<file path="src/rtl/rv32i_lsu.sv">
// rv32i_lsu: single-outstanding load/store unit between the core and an
// ack-based memory bus, with lane steering, load extension and a bus timeout.
module rv32i_lsu #(
    parameter int XLEN           = 32,
    parameter int ADDR_WIDTH     = 32,
    parameter int TIMEOUT_CYCLES = 16
) (
    input  logic                  clk,
    input  logic                  rst,
    input  logic                  req_valid,
    output logic                  req_ready,
    input  logic                  req_we,
    input  logic [1:0]            req_size,
    input  logic                  req_unsigned,
    input  logic [ADDR_WIDTH-1:0] req_addr,
    input  logic [XLEN-1:0]       req_wdata,
    output logic                  resp_valid,
    output logic [XLEN-1:0]       resp_rdata,
    output logic [1:0]            resp_err,
    output logic [ADDR_WIDTH-1:0] bus_addr,
    output logic [XLEN-1:0]       bus_wrdata,
    output logic [XLEN/8-1:0]     bus_byteen,
    output logic                  bus_wren,
    output logic                  bus_rden,
    input  logic                  bus_ack,
    input  logic [XLEN-1:0]       bus_rddata
);

    localparam int NB   = XLEN / 8;
    localparam int OFFW = $clog2(NB);

    localparam logic [1:0] S_IDLE   = 2'd0;
    localparam logic [1:0] S_ACCESS = 2'd1;
    localparam logic [1:0] S_RESP   = 2'd2;

    localparam logic [1:0] E_OK    = 2'b00;
    localparam logic [1:0] E_MISAL = 2'b01;
    localparam logic [1:0] E_TMO   = 2'b10;
    localparam logic [1:0] E_SIZE  = 2'b11;

    localparam logic [7:0] CNT_LAST = 8'(TIMEOUT_CYCLES - 1);

    logic [1:0]            state_q, state_d;
    logic [7:0]            cnt_q, cnt_d;
    logic                  we_q;
    logic [1:0]            size_q;
    logic                  uns_q;
    logic [ADDR_WIDTH-1:0] addr_q;
    logic [XLEN-1:0]       wdata_q;
    logic [XLEN-1:0]       rdata_q, rdata_d;
    logic [1:0]            err_q, err_d;

    logic                  accept;
    logic                  in_access;
    logic                  req_bad_size;
    logic                  req_misal;
    logic [OFFW-1:0]       off;
    logic [XLEN-1:0]       lane_mask;
    logic [7:0]            be8;
    logic [NB-1:0]         size_be;
    logic [XLEN-1:0]       rd_shift;
    logic                  sign_bit;
    logic [XLEN-1:0]       ld_ext;

    function automatic logic [XLEN-1:0] data_mask(input logic [1:0] sz);
        logic [63:0] m;
        m = '1;
        unique case (sz)
            2'd0:    m = 64'h0000_0000_0000_00ff;
            2'd1:    m = 64'h0000_0000_0000_ffff;
            2'd2:    m = 64'h0000_0000_ffff_ffff;
            default: m = '1;
        endcase
        return m[XLEN-1:0];
    endfunction

    assign req_ready = (state_q == S_IDLE);
    assign accept    = req_valid && req_ready;
    assign in_access = (state_q == S_ACCESS);
    assign resp_valid = (state_q == S_RESP);
    assign resp_rdata = rdata_q;
    assign resp_err   = err_q;

    // dword only exists on a 64-bit data bus
    assign req_bad_size = (req_size == 2'd3) && (XLEN == 32);

    always_comb begin
        req_misal = 1'b0;
        unique case (req_size)
            2'd1:    req_misal = req_addr[0];
            2'd2:    req_misal = |req_addr[1:0];
            2'd3:    req_misal = |req_addr[2:0];
            default: req_misal = 1'b0;
        endcase
    end

    assign off       = addr_q[OFFW-1:0];
    assign lane_mask = data_mask(size_q);

    always_comb begin
        be8 = 8'hff;
        unique case (size_q)
            2'd0:    be8 = 8'h01;
            2'd1:    be8 = 8'h03;
            2'd2:    be8 = 8'h0f;
            default: be8 = 8'hff;
        endcase
    end

    assign size_be = be8[NB-1:0];

    assign bus_rden   = in_access && !we_q;
    assign bus_wren   = in_access && we_q;
    assign bus_byteen = in_access ? (size_be << off) : '0;
    assign bus_wrdata = in_access ? ((wdata_q & lane_mask) << {off, 3'b000}) : '0;
    assign bus_addr   = in_access ? {addr_q[ADDR_WIDTH-1:OFFW], {OFFW{1'b0}}} : '0;

    assign rd_shift = bus_rddata >> {off, 3'b000};

    always_comb begin
        sign_bit = rd_shift[XLEN-1];
        unique case (size_q)
            2'd0:    sign_bit = rd_shift[7];
            2'd1:    sign_bit = rd_shift[15];
            2'd2:    sign_bit = rd_shift[31];
            default: sign_bit = rd_shift[XLEN-1];
        endcase
    end

    assign ld_ext = (rd_shift & lane_mask)
                  | ((!uns_q && sign_bit) ? ~lane_mask : '0);

    always_comb begin
        state_d = state_q;
        cnt_d   = cnt_q;
        rdata_d = rdata_q;
        err_d   = err_q;
        case (state_q)
            S_IDLE: begin
                if (req_valid) begin
                    if (req_bad_size) begin
                        state_d = S_RESP;
                        err_d   = E_SIZE;
                        rdata_d = '0;
                    end else if (req_misal) begin
                        state_d = S_RESP;
                        err_d   = E_MISAL;
                        rdata_d = '0;
                    end else begin
                        state_d = S_ACCESS;
                        cnt_d   = '0;
                    end
                end
            end
            S_ACCESS: begin
                // an ack on the last allowed cycle still wins over the timeout
                if (bus_ack) begin
                    state_d = S_RESP;
                    err_d   = E_OK;
                    rdata_d = we_q ? '0 : ld_ext;
                end else if (cnt_q == CNT_LAST) begin
                    state_d = S_RESP;
                    err_d   = E_TMO;
                    rdata_d = '0;
                end else begin
                    cnt_d = cnt_q + 8'd1;
                end
            end
            S_RESP:  state_d = S_IDLE;
            default: state_d = S_IDLE;
        endcase
    end

    always_ff @(posedge clk or negedge rst) begin
        if (!rst) begin
            state_q <= S_IDLE;
            cnt_q   <= '0;
            rdata_q <= '0;
            err_q   <= E_OK;
            we_q    <= 1'b0;
            size_q  <= '0;
            uns_q   <= 1'b0;
            addr_q  <= '0;
            wdata_q <= '0;
        end else begin
            state_q <= state_d;
            cnt_q   <= cnt_d;
            rdata_q <= rdata_d;
            err_q   <= err_d;
            if (accept) begin
                we_q    <= req_we;
                size_q  <= req_size;
                uns_q   <= req_unsigned;
                addr_q  <= req_addr;
                wdata_q <= req_wdata;
            end
        end
    end

endmodule

</file>
<file path="config.mk">
export PLATFORM = sky130hd
export DESIGN_NAME = rv32i_lsu
export DESIGN_NICKNAME = d
export VERILOG_FILES = /design/src/rtl/rv32i_lsu.sv
export SDC_FILE = /design/constraint.sdc
export NUM_CORES = 1
export LEC_CHECK = 0
export BUFFER_PORTS_ARGS = -buffer_cell sky130_fd_sc_hd__buf_2
export CORE_MARGIN = 10
export CORE_UTILIZATION = 45
export CTS_CLUSTER_SIZE = 12
export DETAILED_ROUTE_END_ITERATION = 6
export PLACE_DENSITY = 0.71
export SLEW_MARGIN = 20
export SYNTH_ARGS = -nofsm -noshare
export SYNTH_HDL_FRONTEND = slang
export SYNTH_SLANG_ARGS = --single-unit
</file>
<file path="constraint.sdc">
create_clock -name clk -period 4.3 [get_ports clk]
set_input_delay 0.645 -clock clk [delete_from_list [all_inputs] [get_ports clk]]
set_output_delay 0.645 -clock clk [all_outputs]
set_load 0.005 [all_outputs]
</file>
==> impl_results.md, run 1 <==
- Worst slew pin tran: 0.924 ns
- Post-synth EDFFs: 0
- Root Driver: clkbuf_16
- Port Buf Inserts: a little over 200
- Share of layout cells above drive strength 1: 0.452
- Fin crit period: 3.09 ns
- Core ar.: 12,500 um^2
- Post-Route WL: 17.4 mm
- Vias per std cell: 5.40
- GR Overflow Total: 0
- CTS clk-pin slew, worst paths: 0.07 ns
- Yosys cell types: 45
- Worst slack at placement: roughly 1.4 ns
- Status: finished clean
- Yosys reg bits: about 110
- Total global-route track usage: 0.195
- Initial antenna violation count: 0
- Max Cap Viol: 0
- Startpoint type of the worst setup path: flip-flop
- RD Place Congestion: 0.853
- Min-Delay Path Class: in2async
- Crit path capture type: output pin
- Final Max Slew Viols: 0
- Sink Count: 112
- Largest net degree at the start of global routing: 71
- Fraction of registers with async set/reset: 1.00
- Height of the die: between 100 and 150 um
- Post-Synth XOR/XNOR Area: 0.00307
- Final worst setup slack: 1.21 ns
- Setup TNS: 0 ns
- Adder-cell share of the synthesized area: 0.00219
- Power density over the cells: between 500 and 600 nW/um^2
- Post-DRT Antenna Nets: 0
- Setup CP Type: reg2out
- # diodes: 0
- Die width: 133 um
- CTS H-Tree Depth: 3
- Req. time, crit path: 3.65 ns
- Io pins: 210
- # fillers: roughly 1,100
- Number of global-route vias before repair: 4,908
- TritonCTS clock tree: built
- CTS max path bufs: 2
- Post-Route Skew: 0.00808 ns
- Synth warnings: 0
- Initial core utilization: 0.456
- Site row count: between 40 and 50
- # DRC: 0
- Arr. time, crit path: 2.44 ns
- Synth-to-layout area growth: 25.7%
- VDD IR max: 0.000285 V
- P_leak: approximately 0.0036 uW
- Headroom to the max-slew limit: 0.384
- CTS Hold Buffers Added: 0
- Max Fanout on Critical Path: 43
- Main synth FF type: dfrtp_1
- Fin Hold WS: 0.433 ns
- Dpl hpwl: 12.9 mm
- RSZ-0062 raised after global routing: no
- DRT iter0 DRCs: approximately 340
- Cells after Synth: 511
- Inst Count DP: 861
- Compound-gate portion of the synthesized area: 0.132
- CTS Buf Count: 9
- Final hold vios: 0
- Post-CTS Resized: 0
- Achievable Freq: between 300 and 400 MHz
- Post-synthesis simple-gate area fraction: 0.139
- Register area: roughly 2800 um^2
- Post-CTS setup buffer count: 0
- Syn avg cell area: about 11 um^2
- Initial DRT Pass Iterations: 5
- Fin cells: 876
- Largest family of logic cells by synthesized area: multiplexers
- Mapped cell area: 5710 um^2
- Via count: 4,730
- Die area: approximately 18,000 um^2
- Final setup viols: 0
- Multiplexer share of the synthesized area: 0.200
- Final Cycle Share: 0.718
- First-pass GRT wire length: 27.7 mm
- Multi-input gate area: 2750 um^2
- Final net count: 805
- Sequential share of the synthesized area: 0.491
- Worst-Skew Late Latency: 0.35 ns
- Wire per inst: 19.9 um
[worst paths after layout]
check                            start             end  slack (ns)  depth (start not counted)
min in group clk           resp_err[0]     resp_err[0]        0.49                          1
max in group asynchronous          rst      wdata_q[1]        3.01                          2
max reg2reg                  addr_q[0]  resp_rdata[23]        1.58                          5
min                                rst      addr_q[29]        0.43                          1
max                          addr_q[0]  bus_wrdata[16]        1.21                          5
min reg2reg                resp_err[0]     resp_err[0]        0.49                          1
[final cells by class]
type / count / area share
sequential: 112 / 0.391
tap: 172 / 0.0300
timing repair buffer: 215 / 0.153
multi-input combinational: 356 / 0.383
clock buffer: 12 / 0.0344
clock inverter: 3 / 0.00593
inverter: 6 / 0.00314
[where the power goes]
group	internal [uW]	leakage [uW]	switching, uW
Sequential	1340	0.00139	250
Combinational	643	0.00206	616
Clock	465	0.000139	380
[through the flow]
stage,utilization,power (uW),cell area [um^2]
floorplan,-,2400,5710
global placement,0.549,2820,6880
detailed placement,0.550,2870,6880
CTS,0.573,3720,7170
global route,0.573,3930,7180
finish,0.573,3700,7180
[sequential cells by signal, indices dropped and copies added, names as in the netlist]
name	flops
addr_q	32
cnt_q	8
resp_err	2
resp_rdata	32
size_q	2
state_q	2
uns_q	1
wdata_q	32
we_q	1
[cells by family (layout without fill, tap and decap cells)]
family,count (synthesis),after routing
and+or+nand+nor,146,146
DFF,112,112
muxes,103,103
AOI/OAI and AO/OA,102,102
buffers and inverters,44,236
xor gates and xnor gates,2,2
adders and majority gates,1,1
other,1,2
[routing by layer]
layer | vias to the layer above | global-route usage | routed length [um]
li1 | 2232 | - | -
met1 | 2314 | 0.233 | 7030
met2 | 160 | 0.330 | 8980
met3 | 24 | 0.0500 | 1090
met4 | 0 | 0.0697 | 297
met5 | - | 0 | 0
[synth_stat cells (3+ instances only)]
cell      number  area (um^2)
nor2b_1       13         81.3
mux2i_1       23          230
a21oi_1       22          110
a211oi_1      17          128
nor3_1        12         60.1
a21o_1         3         22.5
inv_1          6         22.5
and2_1        40          250
nand2_1       22         82.6
dfrtp_1      112         2800
nor2_1        34          128
a22o_1         9         78.8
nand3_1        3         15.0
nor3b_1        8         60.1
clkbuf_1      24         90.1
o21ai_0       11         55.1
mux2_2        79          890
buf_2         10         50.1
a221o_1        9         90.1
a211o_1        7         61.3
a221oi_1       8         70.1
a32o_1         7         70.1
[worst max-delay path, cell delays in order, from the launching register on]
cell and delay [ns]:
dfrtp_2 0.85, buf_4 0.53, nand2_1 0.10, nand2_1 0.32, nor3_1 0.14, buf_2 0.15
[cell usage in the layout (no fill, tap or decap), types with 2 or more instances in the layout]
cell type / netlist / routed
nand2_1: 22 / 22
mux2i_1: 23 / 23
a32o_1: 7 / 7
a221o_1: 9 / 9
a21oi_1: 22 / 21
nor3_1: 12 / 12
inv_1: 6 / 6
conb_1: 1 / 2
a22o_1: 9 / 9
nor2_2: 1 / 2
or4_1: 2 / 2
nand3_1: 3 / 3
a211o_1: 7 / 7
nor2_1: 34 / 33
a211oi_1: 17 / 17
nor2b_1: 13 / 12
and2_1: 40 / 40
o31ai_1: 2 / 2
buf_4: 2 / 9
xnor2_1: 2 / 2
clkbuf_16: 0 / 9
a221oi_1: 8 / 8
dfrtp_1: 112 / 111
or3_1: 2 / 2
o21ai_0: 11 / 11
mux2_2: 79 / 79
o22ai_1: 2 / 2
nor3b_1: 8 / 8
clkbuf_1: 24 / 2
a21o_1: 3 / 3
nand2b_1: 2 / 2
buf_2: 10 / 206
Note: power is estimated with default switching activity, not from simulation.
==> run 2, diff against run 1 <==
clock period = 3 ns   (was 4.3 ns; I/O delays follow)
==> run 2 against run 1 <==
Against the previous run:
- worst setup slack got worse by 0.92 ns
- critical path depth rose by 1
- global-route usage rose by 0.12 points
- critical path type unchanged
==> impl_results.md, run 2 (synthesized netlist as in run 1, its figures left out) <==
- CTS Buf Count: 9 (unchanged)
- Gate power share: 0.347 (+0.007)
- Commonest non-fill, non-tap cell in the layout: buf_2
- RSZ-0062 raised after global routing: no
- Final Max Slew Viols: 0 (unchanged)
- # fillers: 1,121 (-0.62%)
- Register area: 2800 um^2 (unchanged)
- Sw Ratio: 0.335 (-0.00196)
- Number of global-route vias before repair: 5,144 (+4.8%)
- Achievable Freq: 370 MHz
- Die area: 17,600 um^2 (unchanged)
- Setup CP Type: reg2out
- GR Layer Usage met1: 0.224 (-0.00932)
- Max Cap Viol: 0 (unchanged)
- Post-DRT Antenna Nets: 0 (unchanged)
- Crit path capture type: output pin
- VDD IR max: 0.000472 V (+65%)
- M3 GR Usage: 0.0549 (+0.00492)
- Height of the die: 133 um (unchanged)
- Clock share of power: 0.231 (+0.002)
- Root Driver: clkbuf_16
- Min-Delay Path Class: in2async
- Final hold vios: 0 (unchanged)
- Headroom to the max-slew limit: 0.293 (-0.0911)
- Part of the power in registers: 0.423 (-0.008)
- First-pass GRT wire length: 27.9 mm (+0.73%)
- Wire per inst: 19.8 um (-0.22%)
- Final Cycle Share: 0.901
- Multi-input gate area: 2740 um^2 (-0.36%)
- Initial antenna violation count: 2 (+2)
- Site row count: 41 (unchanged)
- TritonCTS clock tree: built
- Startpoint type of the worst setup path: flip-flop
- # DRC: 0 (unchanged)
- Inst Count DP: 867 (+0.70%)
- DRT iter0 DRCs: 336 (-0.30%)
- Post-Layout Inst Area: 7240 um^2 (+0.84%)
- Die width: 133 um (unchanged)
- Sink Count: 112 (unchanged)
- Dpl hpwl: 13.4 mm (+4.2%)
- Via count: 4,879 (+3.2%)
- Dpl cell area: 6930 um^2 (+0.80%)
- CTS clk-pin slew, worst paths: 0.07 ns (about the same)
- P_leak: 0.00363 uW (+1.0%)
- Initial core utilization: 0.456 (unchanged)
- Io pins: 210 (unchanged)
- Req. time, crit path: 2.55 ns (-1.10 ns)
- Int Power: 3570 uW (+46%)
- GR Overflow Total: 0 (unchanged)
- Synth-to-layout area growth: 26.8%
- Grt met2 use: 0.338 (+0.00779)
- Status: finished clean
- Total global-route track usage: 0.196 (+0.00118)
- CTS H-Tree Depth: 3 (unchanged)
- Switching pwr: 1800 uW (+44%)
- Core ar.: 12,500 um^2 (unchanged)
- Post-Route WL: 17.5 mm (+0.58%)
- Setup TNS: 0 ns (unchanged)
- Largest net degree at the start of global routing: 71 (unchanged)
- Final net count: 811 (+0.75%)
- Worst slew pin tran: 1.06 ns (+0.135 ns)
- Power density over the cells: 742 nW/um^2 (+44%)
- # diodes: 0 (unchanged)
- Top Usage Layer GRT: met2
- Final setup viols: 0 (unchanged)
- Post-CTS setup buffer count: 0 (unchanged)
- Port Buf Inserts: 207 (unchanged)
- Worst-Skew Late Latency: 0.36 ns (about the same)
- RD Place Congestion: 0.857 (+0.49%)
- Post-CTS Resized: 0 (unchanged)
- Initial DRT Pass Iterations: 4 (-1)
- Fin Hold WS: 0.0341 ns (-0.399 ns)
- Max Fanout on Critical Path: 9 (-79%)
- Fin crit period: 2.70 ns
- Fin cells: 883 (+0.80%)
- Share of layout cells above drive strength 1: 0.454 (+0.00259)
- Post-Route Skew: 0.00534 ns (-0.00275 ns)
- CTS max path bufs: 2 (unchanged)
- Commonest cells after routing, fill and taps aside: buf_2 (206), dfrtp_1 (111), mux2_2 (79)
- Arr. time, crit path: 2.25 ns (-0.19 ns)
- Vias per std cell: 5.53 (+2.3%)
- CTS Hold Buffers Added: 0 (unchanged)
-- run 2: cell types whose count changed in the layout (fill, tap and decap cells not counted) --
| cell | before | now |
|---|---|---|
| buf_4 | 9 | 14 |
| a211oi_4 | 1 | 0 |
| clkbuf_8 | 1 | 2 |
| clkinv_2 | 1 | 0 |
| clkbuf_1 | 2 | 3 |
| buf_12 | 0 | 1 |
| nor2_1 | 33 | 34 |
| nor2_2 | 2 | 1 |
| a211oi_2 | 0 | 1 |
-- run 2: worst paths after layout --
kind                         startpoint              to  slack (ns)  cells past startpoint
setup reg to reg              addr_q[0]  resp_rdata[30]        0.60                      4
min in group clk           req_addr[21]      addr_q[21]        0.32                      2
hold reg to reg             resp_err[0]     resp_err[0]        0.47                      1
hold / removal                      rst      addr_q[27]        0.03                      1
max in group asynchronous           rst     wdata_q[16]        2.21                      2
setup / recovery              size_q[0]  bus_wrdata[28]        0.30                      6
-- run 2: layout make-up --
| type | count | area share |
|---|---|---|
| Multi-Input combinational cell | 356 | 0.378 |
| Clock buffer | 14 | 0.0365 |
| Tap cell | 172 | 0.0297 |
| Sequential cell | 112 | 0.388 |
| Inverter | 6 | 0.00311 |
| Timing Repair Buffer | 221 | 0.160 |
| Clock inverter | 2 | 0.00519 |
-- run 2: critical path, cell delays in order (launching register included) --
cell and delay, ns:
dfrtp_1 0.47, nor2_1 0.55, buf_4 0.28, nor3b_1 0.06, a21oi_1 0.23, a211oi_1 0.12, buf_2 0.18
-- run 2: power by group through the flow --
stage / combinational, uW / sequential (uW) / clock, uW
floorplan: 1290 / 2140 / 0
global placement: 1820 / 2280 / 0
detailed placement: 1870 / 2300 / 0
CTS: 1880 / 2270 / 1260
global route: 2050 / 2330 / 1320
finish: 1860 / 2270 / 1240
-- run 2: through the flow --
step / worst slack [ns] / total power (uW) / util
after floorplan: 0.968 / 3440 / -
after global placement: 0.721 / 4090 / 0.554
after detailed placement: 0.650 / 4170 / 0.554
after CTS: 0.297 / 5420 / 0.578
after global routing: 0.141 / 5700 / 0.578
final: 0.296 / 5370 / 0.578
-- run 2: per-layer routing --
layer  up-vias  part of all wire
met5         -            0.0018
met4         4             0.024
met3        35             0.069
met2       173              0.52
met1      2420              0.39
li1       2247                 -
